==> config.mk <==
export PLATFORM = sky130hd
export DESIGN_NAME = iris_argmax_classifier
export DESIGN_NICKNAME = d
export VERILOG_FILES = /design/src/rtl/iris_pkg.sv /design/src/rtl/iris_argmax_classifier.sv
export SDC_FILE = /design/constraint.sdc
export NUM_CORES = 1
export LEC_CHECK = 0
export ABC_AREA = 0
export CORE_MARGIN = 2
export CORE_UTILIZATION = 53
export CTS_CLUSTER_DIAMETER = 150
export CTS_CLUSTER_SIZE = 16
export DETAILED_ROUTE_END_ITERATION = 8
export GPL_TIMING_DRIVEN = 0
export PLACE_DENSITY = 0.83
export SKIP_CTS_REPAIR_TIMING = 1
export SYNTH_ARGS = -nofsm -noshare
export SYNTH_HDL_FRONTEND = slang
export SYNTH_SLANG_ARGS = --single-unit
==> constraint.sdc <==
create_clock -name clk -period 3.17 [get_ports clk]
set_input_delay 0.317 -clock clk [delete_from_list [all_inputs] [get_ports clk]]
set_output_delay 0.317 -clock clk [all_outputs]
set_load 0.02 [all_outputs]
==> src/rtl/iris_pkg.sv <==
// Shared types and helpers for the Iris output-decision logic.
package iris_pkg;

  typedef enum logic [1:0] {IDLE, SCAN, DONE} argmax_state_t;

  localparam int IRIS_NUM_CLASSES = 3;

  // Index width for a class count; at least one bit even for a single class.
  function automatic int calc_cw(input int n);
    return (n > 1) ? $clog2(n) : 1;
  endfunction

endpackage

==> src/rtl/iris_argmax_classifier.sv <==
// Sequential argmax over the output-layer scores, one class per enabled cycle.
// Lowest index wins on ties; out_tie flags that another class matched the maximum.
module iris_argmax_classifier
  import iris_pkg::*;
#(
  parameter int DATA_WIDTH  = 8,
  parameter int FRAC_BITS   = 4,
  parameter int NUM_CLASSES = IRIS_NUM_CLASSES,
  localparam int CW         = calc_cw(NUM_CLASSES)
) (
  input  logic                              clk,
  input  logic                              rst,
  input  logic                              En,
  input  logic                              in_valid,
  output logic                              in_ready,
  input  logic [NUM_CLASSES*DATA_WIDTH-1:0] Y_in,
  output logic                              out_valid,
  input  logic                              out_ready,
  output logic [CW-1:0]                     class_idx,
  output logic signed [DATA_WIDTH-1:0]      max_val,
  output logic                              out_tie
);

  if (NUM_CLASSES < 1 || NUM_CLASSES > 16 || FRAC_BITS < 0 || FRAC_BITS >= DATA_WIDTH) begin : g_bad_param
    $error("iris_argmax_classifier: illegal parameter combination");
  end

  argmax_state_t               r_state;
  logic signed [DATA_WIDTH-1:0] r_buf [NUM_CLASSES];
  logic signed [DATA_WIDTH-1:0] r_best_val;
  logic [CW-1:0]                r_best_idx;
  logic [CW-1:0]                r_cnt;
  logic                         r_tie;
  logic                         r_out_valid;
  logic [CW-1:0]                r_class_idx;
  logic signed [DATA_WIDTH-1:0] r_max_val;
  logic                         r_out_tie;

  logic signed [DATA_WIDTH-1:0] w_y [NUM_CLASSES];
  logic signed [DATA_WIDTH-1:0] w_s;
  logic                         w_gt;
  logic                         w_eq;
  logic                         w_last;
  logic                         w_accept;
  logic signed [DATA_WIDTH-1:0] w_nxt_val;
  logic [CW-1:0]                w_nxt_idx;
  logic                         w_nxt_tie;

  for (genvar g = 0; g < NUM_CLASSES; g++) begin : g_unpack
    assign w_y[g] = Y_in[g*DATA_WIDTH +: DATA_WIDTH];
  end

  assign in_ready = (r_state == IDLE) || ((r_state == DONE) && out_ready);
  assign w_accept = En && in_valid && in_ready;

  // Compare stage: current buffered score against the running best.
  assign w_s       = r_buf[r_cnt];
  assign w_gt      = (w_s > r_best_val);
  assign w_eq      = (w_s == r_best_val);
  assign w_last    = (r_cnt == CW'(NUM_CLASSES - 1));
  assign w_nxt_val = w_gt ? w_s : r_best_val;
  assign w_nxt_idx = w_gt ? r_cnt : r_best_idx;
  assign w_nxt_tie = w_gt ? 1'b0 : (w_eq ? 1'b1 : r_tie);

  always_ff @(posedge clk) begin
    if (rst) begin
      r_state     <= IDLE;
      r_best_val  <= '0;
      r_best_idx  <= '0;
      r_cnt       <= '0;
      r_tie       <= 1'b0;
      r_out_valid <= 1'b0;
      r_class_idx <= '0;
      r_max_val   <= '0;
      r_out_tie   <= 1'b0;
      for (int i = 0; i < NUM_CLASSES; i++) r_buf[i] <= '0;
    end else if (En) begin
      if (w_accept) begin
        for (int i = 0; i < NUM_CLASSES; i++) r_buf[i] <= w_y[i];
        r_best_val <= w_y[0];
        r_best_idx <= '0;
        r_tie      <= 1'b0;
        r_cnt      <= CW'(1);
        // A single class needs no scan: its score is the result immediately.
        if (NUM_CLASSES == 1) begin
          r_class_idx <= '0;
          r_max_val   <= w_y[0];
          r_out_tie   <= 1'b0;
          r_out_valid <= 1'b1;
          r_state     <= DONE;
        end else begin
          r_out_valid <= 1'b0;
          r_state     <= SCAN;
        end
      end else begin
        unique case (r_state)
          SCAN: begin
            r_best_val <= w_nxt_val;
            r_best_idx <= w_nxt_idx;
            r_tie      <= w_nxt_tie;
            r_cnt      <= r_cnt + 1'b1;
            if (w_last) begin
              r_class_idx <= w_nxt_idx;
              r_max_val   <= w_nxt_val;
              r_out_tie   <= w_nxt_tie;
              r_out_valid <= 1'b1;
              r_state     <= DONE;
            end
          end
          DONE: begin
            if (out_ready) begin
              r_out_valid <= 1'b0;
              r_state     <= IDLE;
            end
          end
          default: r_state <= IDLE;
        endcase
      end
    end
  end

  assign out_valid = r_out_valid;
  assign class_idx = r_class_idx;
  assign max_val   = r_max_val;
  assign out_tie   = r_out_tie;

endmodule

==> metrics <==
met1 global-route usage=0.305; Post-DP HPWL=4.31 mm; Lkg Pwr=1.22 nW; Fin. Hold Viols=0; number of synthesized register bits=53; final net count=362; first drt pass iteration count=7; routing usage on met2=0.389; final setup TNS=0 ns; RSZ-0062 raised after global routing=no; Setup Crit Path Kind=register to register; routability cong.=0.931; CTS Buffer Depth=2; yosys warns=0; Max Slew Vio Count=0; Layout area overhead=23.7%; gr usage total=0.233; sequential share of power=0.474; CP Capture Type=register; drt via density=5.83; PortBufs=41; met3 Use GR=0.0522; n_diodes=0; HP Class=register to register; VDD IR-drop max=0.304 mV; Rows=25; Critical Path RT=3.37 ns; Synth cell types=43; Post-synth EDFFs=24; antenna viol nets, final=0; Period minus WS final=2.91 ns; global-route wire length before repair=9.82 mm; Final Cycle Share=0.919; Clock Power Share=0.330; Async SR Flop Fraction=0; Mapped Nets=314; initial antenna violation count=0; Routed wire per std cell=15.6 µm; Boundary Pins=42; CTS tree=built; root buf cell=clkbuf_8; vias in the first global route=2131; Horiz. Die Dim=75.2 µm; chip height=75.2 µm; Fmax=343 MHz; switch share=0.259; Num CTS Buffers=5; initial core utilization=0.558; Arrival @ worst endpoint=3.11 ns; CORE AREA=4820 µm²; Mapped Avg Cell Area=9.74 µm²; clk_lat worst skew=0.31 ns; Gate power share=0.196; Top Usage Layer GRT=met2; Slew headroom=0.254; register area share after synthesis=0.484; Post-Route WL=6.10 mm; most frequent cells in the layout=nor2_1 (41), clkdlybuf4s50_1 (41), and2_1 (29), dfxtp_1 (29), edfxtp_1 (24); Int Pwr=1.20 mW; Num Clock Sinks=53; H-Tree Depth=2; drt drc=0; post-synthesis instance total=276; vias=2285; Setup Skew=0.00866 ns; grt ovf=0; status=finished clean; die area=5660 µm²; pwr dens=486 nW/µm²; hold_ws=0.493 ns; crit path max fanout=10; Sw Pwr=0.419 mW; First DRT Iteration DRCs=139; worst-margin pin slew=1.12 ns; share of layout cells above drive strength 1=0.0800; ys flop type=dfxtp_1; Mapped Area=2690 µm²; largest net degree at the start of global routing=25; Clock transition at path regs=0.10 ns; Max-Cap Viols=0; Setup-failing EPs final=0; Worst setup SP type=register
==> worst paths after layout <==
check,start,slack (ns),end,depth (start not counted)
min,r_tie,0.49,r_tie,2
max,register,0.26,max_val[3],10
max reg2reg,register,0.26,max_val[3],10
min reg2reg,r_tie,0.49,r_tie,2
==> cell families after synthesis <==
group	count (synthesis)	share of synthesized area
muxes	10	0.0382
AOI/OAI and AO/OA	70	0.184
buffers and inverters	26	0.0437
and+or+nand+nor	108	0.208
DFF	53	0.484
adders and majority gates	9	0.0419
==> cell type report <==
class,count,area (µm²)
multi-input combinational,197,1280
timing repair buffer,41,410
fill,408,1490
tap,67,83.8
inverter,9,33.8
buffer,17,85.1
clock inverter,3,65.1
sequential,53,1300
clock buffer,5,68.8
==> power groups by stage <==
stage	registers (mW)	logic (mW)	clock network (mW)
2_1_floorplan	0.776	0.212	0
3_3_place_gp	0.781	0.298	0
3_5_place_dp	0.782	0.305	0
4_1_cts	0.767	0.308	0.537
5_1_grt	0.770	0.349	0.562
6_report	0.767	0.317	0.533
==> layer usage <==
metal  routed length, µm  part of all wire
met4                  99             0.016
met3                 332             0.054
met2                3020              0.50
met5                   0                 0
met1                2640              0.43
==> Yosys cell counts (7+ instances only) <==
library cell	instances	area, µm²
nor2_1	41	154
and2_1	29	181
dfxtp_1	29	581
edfxtp_1	24	721
o21ai_0	17	85.1
nand2_1	15	56.3
clkbuf_1	12	45.0
o211ai_1	12	90.1
ha_1	9	113
inv_1	9	33.8
a21oi_1	8	40.0
mux2i_1	8	80.1
o311a_1	7	70.1
==> per-stage QoR <==
stage                util  std cells  area (µm²)  power, mW  setup WS, ns
global placement    0.661        384        3180       1.08         0.160
global route        0.690        392        3330       1.68       0.00300
detailed placement  0.661        384        3180       1.09         0.109
finish              0.690        392        3330       1.62         0.258
floorplan               -        276        2690      0.987         0.684
CTS                 0.689        392        3320       1.61        0.0828
==> sequential cells by signal, summed over array words and instances, names as in the netlist, named ones only <==
signal / flops
class_idx: 2
max_val: 8
out_tie: 1
out_valid: 1
r_best_idx: 2
r_best_val: 8
r_buf: 24
r_cnt: 2
r_state: 2
r_tie: 1
==> critical path: stages, from the launching register on <==
cell and delay [ns]:
dfxtp_1 0.32, buf_2 0.25, mux2i_1 0.10, o21ai_0 0.35, ha_1 0.37, a211oi_1 0.27, o211a_1 0.28, a21oi_4 0.12
or2_1 0.24, buf_4 0.17, o311a_1 0.34
Note: power is estimated with default switching activity, not from simulation.
